File: config.mk
export PLATFORM = sky130hd
export DESIGN_NAME = m_pool_1_5
export DESIGN_NICKNAME = d
export VERILOG_FILES = /design/src/rtl/cnn_pkg.sv /design/src/rtl/pool_line_buf.sv /design/src/rtl/m_pool_1_5.sv
export SDC_FILE = /design/constraint.sdc
export NUM_CORES = 1
export LEC_CHECK = 0
export ABC_AREA = 1
export CAP_MARGIN = 20
export CORE_MARGIN = 3
export CORE_UTILIZATION = 40
export CTS_CLUSTER_SIZE = 8
export DETAILED_ROUTE_END_ITERATION = 12
export PLACE_DENSITY = 0.54
export SLEW_MARGIN = 5
export SYNTH_ARGS = -nofsm -noshare
export SYNTH_HDL_FRONTEND = slang
export SYNTH_SLANG_ARGS = --single-unit
File: constraint.sdc
create_clock -name clk_in -period 5.05 [get_ports clk_in]
set_input_delay 1.2625 -clock clk_in [delete_from_list [all_inputs] [get_ports clk_in]]
set_output_delay 1.2625 -clock clk_in [all_outputs]
set_load 0.05 [all_outputs]
File: src/rtl/cnn_pkg.sv
// Shared CNN datapath definitions: sample format, layer-1 map geometry, signed max helper.
package cnn_pkg;

  localparam int unsigned DATA_W  = 16;
  localparam int unsigned FRAC_W  = 12;
  localparam int unsigned MAP_W   = 88;
  localparam int unsigned MAP_H   = 88;
  localparam int unsigned OUT_W   = MAP_W / 2;
  localparam int unsigned NUM_OUT = (MAP_W / 2) * (MAP_H / 2);

  typedef logic signed [DATA_W-1:0] sample_t;

  // Field view of a Q4.12 sample, for debug and downstream formatting.
  typedef struct packed {
    logic signed [DATA_W-FRAC_W-1:0] int_part;
    logic        [FRAC_W-1:0]        frac_part;
  } q_sample_t;

  function automatic sample_t smax(sample_t a, sample_t b);
    return (a > b) ? a : b;
  endfunction

endpackage

File: src/rtl/pool_line_buf.sv
// Half-width line of partial maxima: one write port, one asynchronous read port.
module pool_line_buf
  import cnn_pkg::*;
#(
  parameter int unsigned DEPTH = OUT_W,
  parameter int unsigned AW    = $clog2(DEPTH)
) (
  input  logic              clk_in,
  input  logic              we_i,
  input  logic [AW-1:0]     waddr_i,
  input  logic [DATA_W-1:0] wdata_i,
  input  logic [AW-1:0]     raddr_i,
  output logic [DATA_W-1:0] rdata_o
);

  logic [DATA_W-1:0] mem_q [DEPTH];

  always_ff @(posedge clk_in) begin
    if (we_i) mem_q[waddr_i] <= wdata_i;
  end

  assign rdata_o = mem_q[raddr_i];

endmodule

File: src/rtl/m_pool_1_5.sv
// 2x2/stride-2 signed max-pool on the raster layer-1 conv stream (88x88 -> 44x44).
// Build option: define M_POOL_RELU_EN to clamp negative pooled results to zero.
module m_pool_1_5
  import cnn_pkg::*;
(
  input  logic        clk_in,
  input  logic        rst_n,
  input  logic        start,
  input  logic [15:0] map_in,
  input  logic        save_in,
  output logic [15:0] map_out,
  output logic        save,
  output logic        ready
);

  localparam int unsigned COL_W  = $clog2(MAP_W);
  localparam int unsigned ROW_W  = $clog2(MAP_H);
  localparam int unsigned ADDR_W = $clog2(OUT_W);
  localparam int unsigned CNT_W  = $clog2(NUM_OUT + 1);

  logic [COL_W-1:0]  col_q, col_d;
  logic [ROW_W-1:0]  row_q, row_d;
  logic [CNT_W-1:0]  out_cnt_q, out_cnt_d;
  sample_t           h_q, h_d;
  sample_t           map_out_q, map_out_d;
  logic              save_q, save_d;
  logic              ready_q, ready_d;

  logic              accept_c;
  logic              lb_we_c;
  logic [ADDR_W-1:0] lb_addr_c;
  logic [DATA_W-1:0] lb_rdata_c;
  sample_t           hmax_c;
  sample_t           vmax_c;
  sample_t           pool_c;

  pool_line_buf #(
    .DEPTH (OUT_W),
    .AW    (ADDR_W)
  ) u_line_buf (
    .clk_in  (clk_in),
    .we_i    (lb_we_c),
    .waddr_i (lb_addr_c),
    .wdata_i (hmax_c),
    .raddr_i (lb_addr_c),
    .rdata_o (lb_rdata_c)
  );

  // Horizontal pair max, then vertical max against the stored even-row result.
  always_comb begin
    accept_c  = start & save_in & ready_q;
    lb_addr_c = ADDR_W'(col_q >> 1);
    hmax_c    = smax(h_q, sample_t'(map_in));
    vmax_c    = smax(sample_t'(lb_rdata_c), hmax_c);
`ifdef M_POOL_RELU_EN
    pool_c    = vmax_c[DATA_W-1] ? '0 : vmax_c;
`else
    pool_c    = vmax_c;
`endif
    lb_we_c   = accept_c & col_q[0] & ~row_q[0];
  end

  always_comb begin
    col_d     = col_q;
    row_d     = row_q;
    out_cnt_d = out_cnt_q;
    h_d       = h_q;
    map_out_d = map_out_q;
    save_d    = 1'b0;
    ready_d   = (out_cnt_q != CNT_W'(NUM_OUT));

    if (accept_c) begin
      if (!col_q[0]) begin
        h_d = sample_t'(map_in);
      end else if (row_q[0]) begin
        map_out_d = pool_c;
        save_d    = 1'b1;
      end

      if (col_q == COL_W'(MAP_W - 1)) begin
        col_d = '0;
        row_d = (row_q == ROW_W'(MAP_H - 1)) ? '0 : row_q + ROW_W'(1);
      end else begin
        col_d = col_q + COL_W'(1);
      end
    end

    if (save_d && (out_cnt_q != CNT_W'(NUM_OUT))) out_cnt_d = out_cnt_q + CNT_W'(1);

    // Frame disable clears everything except the buffer contents.
    if (!start) begin
      col_d     = '0;
      row_d     = '0;
      out_cnt_d = '0;
      h_d       = '0;
      map_out_d = '0;
      save_d    = 1'b0;
      ready_d   = 1'b1;
    end
  end

  always_ff @(posedge clk_in or negedge rst_n) begin
    if (!rst_n) begin
      col_q     <= '0;
      row_q     <= '0;
      out_cnt_q <= '0;
      h_q       <= '0;
      map_out_q <= '0;
      save_q    <= 1'b0;
      ready_q   <= 1'b1;
    end else begin
      col_q     <= col_d;
      row_q     <= row_d;
      out_cnt_q <= out_cnt_d;
      h_q       <= h_d;
      map_out_q <= map_out_d;
      save_q    <= save_d;
      ready_q   <= ready_d;
    end
  end

  assign map_out = map_out_q;
  assign save    = save_q;
  assign ready   = ready_q;

endmodule

==> flow_metrics.py, run 1 <==
metrics = {
    "cts": {
        "root_buffer": "clkbuf_16",
        "cts_num_sinks": 763,
        "cts_buffers": 105,
        "cts_tree": "done",
        "path_clk_slew_ps": 50,
        "clk-insertion-delay-late_ps": 670,
        "h-tree-depth": 3,
        "cts_setup_buffers": 0,
        "clk_path_buf_depth": 3,
    },
    "floorplanning": {
        "die_x_um": 280,
        "start_util_pct": 40.8,
        "die_area_mm2": 0.0783,
        "io_pins": 38,
        "rows": 99,
        "die_h_um": 280,
        "core-area_mm2": 0.0736,
    },
    "route": {
        "dr.pass1.iters": 6,
        "ant_nets": 0,
        "vias_per_cell": 5.62,
        "drc": 0,
        "initialDrtViolationCount": 2004,
        "routedWlPerCell_um": 24.7,
        "routed_wirelength_mm": 83.2,
        "num_vias": 19000,
    },
    "worst_setup_path": {
        "path_delay_family": "simple AND/OR/NAND/NOR gates",
        "path_buf_inv": 5,
        "critPathMostFrequentCell": "nand2_1",
        "crit_type": "flop to flop",
        "r2r-end": "map_out[2]",
        "crit_slowest_cell": "dfrtp_2",
        "timing.rr.start": "col_q[3]",
        "path_max_fanout": 21,
        "critPathArrivalTime_ps": 5070,
        "max_stage_delay_ps": 540,
        "ff2ff_path_depth": 25,
        "critPathLaunch": "col_q[3]",
        "cp.required_ps": 5580,
        "reg2reg_slack_ps": 510,
        "cp_num_cells": 25,
        "critPathCaptureType": "flop",
        "start_kind": "flop",
    },
    "timing": {
        "max_clock_freq_mhz": 220,
        "clock_skew_ps": 52.5,
        "slew_viol_final": 0,
        "tightest_slew_ps": 1070,
        "slew_headroom_pct": 28.3,
        "period_needed_ps": 4540,
        "min_period_over_period_pct": 89.8,
        "setup_viol": 0,
        "rsz0062_at_grt": "no",
        "hold_viol": 0,
    },
    "power_and_ir_drop": {
        "sw_frac_of_total_pct": 23.4,
        "pwr_density_cell_mw_per_mm2": 418,
        "comb_power_share_pct": 8.5,
        "vdd_ir_drop_max_uv": 270,
        "p_int_uw": 11300,
        "seqPwrFrac_pct": 49.2,
        "p_switching_uw": 3450,
        "power.leakage_uw": 0.0126,
        "p_clk_share_pct": 42.2,
    },
    "finish": {
        "fin_nets": 2433,
        "regArea_mm2": 0.0226,
        "final.fill_count": 6331,
        "fin_cells": 3376,
        "utilization_pct": 48.0,
        "final_common_cell": "edfxtp_1",
        "final_cell_mix": "edfxtp_1, nand2_1, buf_4",
        "multiInputGateArea_mm2": 0.00649,
        "area_growth_pct": 17.9,
        "final_layout_size_suffix_gt1_share_pct": 12.8,
    },
    "outcome": {
        "outcome": "finished clean",
    },
    "synth": {
        "netlist_area_mm2": 0.0300,
        "yosys_warnings": 0,
        "ys_types": 51,
        "ys_seq_area_share_pct": 75.4,
        "ys_ff_latch": 763,
        "avgSynthCellArea_um2": 13.7,
        "syn_inst": 2182,
        "synth_fp_nets": 2237,
    },
    "grt": {
        "grt_pass1_vias": 18800,
        "antenna_found_initial": 0,
        "overflow": 0,
        "grt_pass1_wl_mm": 123,
        "grt_max_degree": 50,
        "grt_use_total_pct": 21.3,
    },
    "place": {
        "post-dp-hpwl_mm": 50.7,
        "routabilityCongestion": 0.880,
        "dp_cells": 3230,
        "portBuffers": 37,
    },
    "min_path": {
        "min_path_type": "input pin to async pin",
    },
    "job": {
        "max-cap-violations": 0,
    },
}
power groups by stage:
stage	Sequential, uW	Combinational [uW]	Clock, uW
after CTS	7270	1270	6370
final	7280	1260	6240
after detailed placement	7390	1260	0
after global placement	7390	1230	0
after floorplan	7400	621	0
after global routing	7270	1390	6630
layer usage:
metal  part of all wire [%]  global-route usage (%)  vias up  wire length, um
met5                      0                       0        -                0
met2                     46                    33.1      769            38100
met3                    7.6                    4.03      119             6320
met1                     44                    30.1     9543            36300
met4                    3.1                    7.57        0             2540
li1                       -                       -     8539                -
metrics by stage:
step / power [uW] / hold slack, ps / TNS, ps / area, um^2 / setup WS (ps)
after CTS: 14900 / 480 / 0 / 35300 / 337
final: 14800 / 509 / 0 / 35300 / 513
after global placement: 8620 / 510 / -227 / 32500 / -21.1
after floorplan: 8020 / 491 / 0 / 30000 / 15.0
after detailed placement: 8650 / 519 / -1500 / 32500 / -119
after global routing: 15300 / 520 / 0 / 35300 / 101
sequential cells by signal, indices dropped and copies added (netlist names):
signal / count
col_q: 7
h_q: 16
map_out: 16
out_cnt_q: 11
ready: 1
row_q: 7
save: 1
u_line_buf.mem_q: 704
cells by family after synthesis:
family,Yosys count,synth area share [%]
AND/OR/NAND/NOR,760,10.8
flip-flops,763,75.4
adder cells (fa/ha/maj),35,1.46
AO/OA/AOI/OAI,389,9.08
XOR/XNOR,3,0.0876
buffers and inverters,232,3.10
final cells by class:
| class | count | area share, % |
|---|---|---|
| antenna | 2 | 0.0142 |
| clock buffer | 135 | 7.75 |
| clock inverter | 9 | 0.368 |
| inverter | 128 | 1.37 |
| multi-input combinational | 1187 | 18.4 |
| sequential | 763 | 64.0 |
| tap | 959 | 3.40 |
| timing repair buffer | 193 | 4.74 |
timing repair:
action | in CTS | in global routing
gates resized for setup | 0 | 2
hold endpoints to repair | 0 | 0
hold buffers | 0 | 0
setup endpoints to repair | 0 | 16
synthesized netlist by cell type (all sizes together):
cell type	instances	area, um^2
a32o	3	30.0
o21bai	1	7.51
nor3b	1	7.51
o2bb2ai	1	8.76
nand4	62	394
o211ai	12	90.1
o221ai	4	35.0
dfstp	1	26.3
a211oi	6	50.1
o311ai	1	8.76
or2	3	18.8
nand3	91	483
a21o	1	7.51
buf	53	253
nand2	441	1690
clkbuf	51	191
and3	2	12.5
a31o	3	26.3
a22oi	68	510
nor4	3	18.8
o2111ai	1	8.76
nor3	23	115
nand3b	2	15.0
o21ai	76	380
o22ai	55	344
a31oi	1	6.26
a221oi	61	534
xor2	3	26.3
edfxtp	704	21100
o21a	1	7.51
o41ai	7	61.3
clkinv	1	3.75
inv	127	482
ha	35	438
dfrtp	58	1450
nor2	132	503
a21oi	42	210
a22o	45	394
worst max-delay path by stage:
| stage | endpoint | slack, ps |
|---|---|---|
| after floorplan | map_out[11] | 20 |
| after global placement | map_out[11] | -20 |
| after detailed placement | map_out[4] | -120 |
| after CTS | map_out[12] | 340 |
| after global routing | map_out[4] | 100 |
| final | map_out[2] | 510 |
Note: power is estimated with default switching activity, not from simulation.
==> run 2, diff against run 1 <==
--- a/config.mk
+++ b/config.mk
@@ -12,6 +12,7 @@
 export CTS_CLUSTER_SIZE = 8
 export DETAILED_ROUTE_END_ITERATION = 12
 export PLACE_DENSITY = 0.54
+export RECOVER_POWER = 25
 export SLEW_MARGIN = 5
 export SYNTH_ARGS = -nofsm -noshare
 export SYNTH_HDL_FRONTEND = slang
==> run 2 against run 1 <==
Clock power barely moved. Clock skew rose by 2.7 ps. Critical path type unchanged. Clock-buffer cell count did not move. Routed wire length rose by 0.14%. Fmax barely moved. Via count rose by 0.21%. Die area did not move. Utilization fell by 0.11 points. Global-route usage did not move. Register-to-register slack barely moved. Sequential power barely moved. Non-clock buffer count did not move. The run now ends with capacitance limit, slew limit left.
==> flow_metrics.py, run 2 (synthesized netlist as in run 1, its figures left out) <==
metrics = {
    "min_path": {
        "hold_end": "out_cnt_q[10]",
        "min_path_type": "flop to flop",
        "min_from": "out_cnt_q[10]",
        "hold_depth": 2,
    },
    "finish": {
        "multiInputGateArea_mm2": 0.00648,
        "area_growth_pct": 17.6,
        "fin_nets": 2433,
        "n_antenna_cell": 0,
        "final_layout_size_suffix_gt1_share_pct": 11.8,
        "final_cell_area_mm2": 0.0353,
        "final.fill_count": 6348,
        "regMostFlops": "u_line_buf.mem_q",
        "final_common_cell": "edfxtp_1",
        "largest_reg_flops": 704,
        "final_cell_mix": "edfxtp_1, nand2_1, nor2_1",
        "regArea_mm2": 0.0226,
    },
    "power_and_ir_drop": {
        "power.leakage_uw": 0.0125,
        "p_int_uw": 11300,
        "sw_frac_of_total_pct": 23.4,
        "p_switching_uw": 3450,
        "seqPwrFrac_pct": 49.2,
        "p_clk_share_pct": 42.3,
        "comb_power_share_pct": 8.5,
        "vdd_ir_drop_max_uv": 269,
        "pwr_density_cell_mw_per_mm2": 419,
    },
    "cts": {
        "cts_num_sinks": 763,
        "root_buffer": "clkbuf_16",
        "path_clk_slew_ps": 50,
        "clk_path_buf_depth": 3,
        "cts_buffers": 105,
        "cts_setup_buffers": 0,
        "cts_tree": "done",
        "h-tree-depth": 3,
        "clk-insertion-delay-late_ps": 670,
    },
    "floorplanning": {
        "start_util_pct": 40.8,
        "die_area_mm2": 0.0783,
        "rows": 99,
        "core-area_mm2": 0.0736,
        "io_pins": 38,
        "die_x_um": 280,
        "die_h_um": 280,
    },
    "timing": {
        "max_clock_freq_mhz": 220,
        "clock_skew_ps": 55.2,
        "rsz0062_at_grt": "no",
        "hold_viol": 0,
        "min_period_over_period_pct": 89.8,
        "slew_viol_final": 45,
        "tightest_slew_ps": 2600,
        "period_needed_ps": 4540,
        "hold_ws_ps": 536,
        "slew_headroom_pct": -73.5,
        "setup_viol": 0,
    },
    "route": {
        "routed_wirelength_mm": 83.4,
        "vias_per_cell": 5.63,
        "ant_nets": 0,
        "drc": 0,
        "dr.pass1.iters": 5,
        "routedWlPerCell_um": 24.7,
        "initialDrtViolationCount": 2012,
        "num_vias": 19000,
    },
    "place": {
        "post-dp-hpwl_mm": 50.7,
        "place_area_mm2": 0.0325,
        "portBuffers": 37,
        "routabilityCongestion": 0.880,
    },
    "worst_setup_path": {
        "critPathCaptureType": "flop",
        "crit_slowest_cell": "dfrtp_2",
        "path_max_fanout": 18,
        "reg2reg_slack_ps": 510,
        "max_stage_delay_ps": 520,
        "critPathMostFrequentCell": "nand2_1",
        "cp.required_ps": 5600,
        "timing.rr.start": "col_q[2]",
        "start_kind": "flop",
        "r2r-end": "map_out[11]",
        "ff2ff_path_depth": 25,
        "crit_type": "flop to flop",
        "critPathArrivalTime_ps": 5090,
    },
    "grt": {
        "grt_max_degree": 50,
        "antenna_found_initial": 0,
        "grt_pass1_vias": 18800,
        "grt_use_total_pct": 21.3,
        "overflow": 0,
        "grt_pass1_wl_mm": 123,
    },
    "job": {
        "max-cap-violations": 1,
    },
    "outcome": {
        "violations": "capacitance limit, slew limit",
        "outcome": "finished, violations left",
    },
}
-- run 2: area by class of cell --
| type | instances | area share, % |
|---|---|---|
| sequential | 763 | 64.2 |
| multi-input combinational | 1187 | 18.4 |
| clock buffer | 135 | 7.77 |
| timing repair buffer | 193 | 4.53 |
| tap | 959 | 3.40 |
| inverter | 128 | 1.38 |
| clock inverter | 9 | 0.369 |
-- run 2: power by group through the flow --
| stage | Sequential [uW] | Combinational (uW) | Clock, uW |
|---|---|---|---|
| 2_1_floorplan | 7400 | 621 | 0 |
| 4_1_cts | 7270 | 1270 | 6370 |
| 6_report | 7280 | 1250 | 6250 |
| 3_3_place_gp | 7390 | 1230 | 0 |
| 3_5_place_dp | 7390 | 1260 | 0 |
| 5_1_grt | 7270 | 1390 | 6630 |
-- run 2: worst max-delay path: cells and delay by family, from the launching register on --
family                   cells  cell delay [ps]
AND/OR/NAND/NOR             13             1790
buffers and inverters        8             1200
AO/OA/AOI/OAI                3              620
flip-flops                   1              520
adder cells (fa/ha/maj)      1              280
-- run 2: per-stage QoR --
| stage | setup slack, ps | total power [uW] | TNS [ps] | std cells | utilization, % |
|---|---|---|---|---|---|
| floorplan | 15.0 | 8020 | 0 | 2182 | - |
| global placement | -21.1 | 8620 | -227 | 3230 | 44.1 |
| detailed placement | -119 | 8650 | -1500 | 3230 | 44.1 |
| CTS | 337 | 14900 | 0 | 3374 | 48.0 |
| global route | 101 | 15300 | 0 | 3374 | 47.9 |
| finish | 514 | 14800 | 0 | 3374 | 47.9 |
-- run 2: layer usage --
layer	up-vias	GRT usage, %	share of wire [%]
met5	-	0	0
met4	0	7.57	2.9
met3	113	4.03	7.8
met2	783	33.1	46
met1	9584	30.1	43
li1	8529	-	-
-- run 2: worst max-delay path by stage --
| stage | slack, ps | end | start |
|---|---|---|---|
| global route | 100 | map_out[4] | col_q[3] |
| floorplan | 20 | map_out[11] | map_in[15] |
| global placement | -20 | map_out[11] | map_in[9] |
| detailed placement | -120 | map_out[4] | map_in[11] |
| CTS | 340 | map_out[12] | col_q[3] |
| finish | 510 | map_out[11] | col_q[2] |
-- run 2: timing repair --
| item | in CTS | in global routing |
|---|---|---|
| gates resized for setup | 0 | 2 |
| hold buffers | 0 | 0 |
| endpoints found under the setup margin | 0 | 16 |
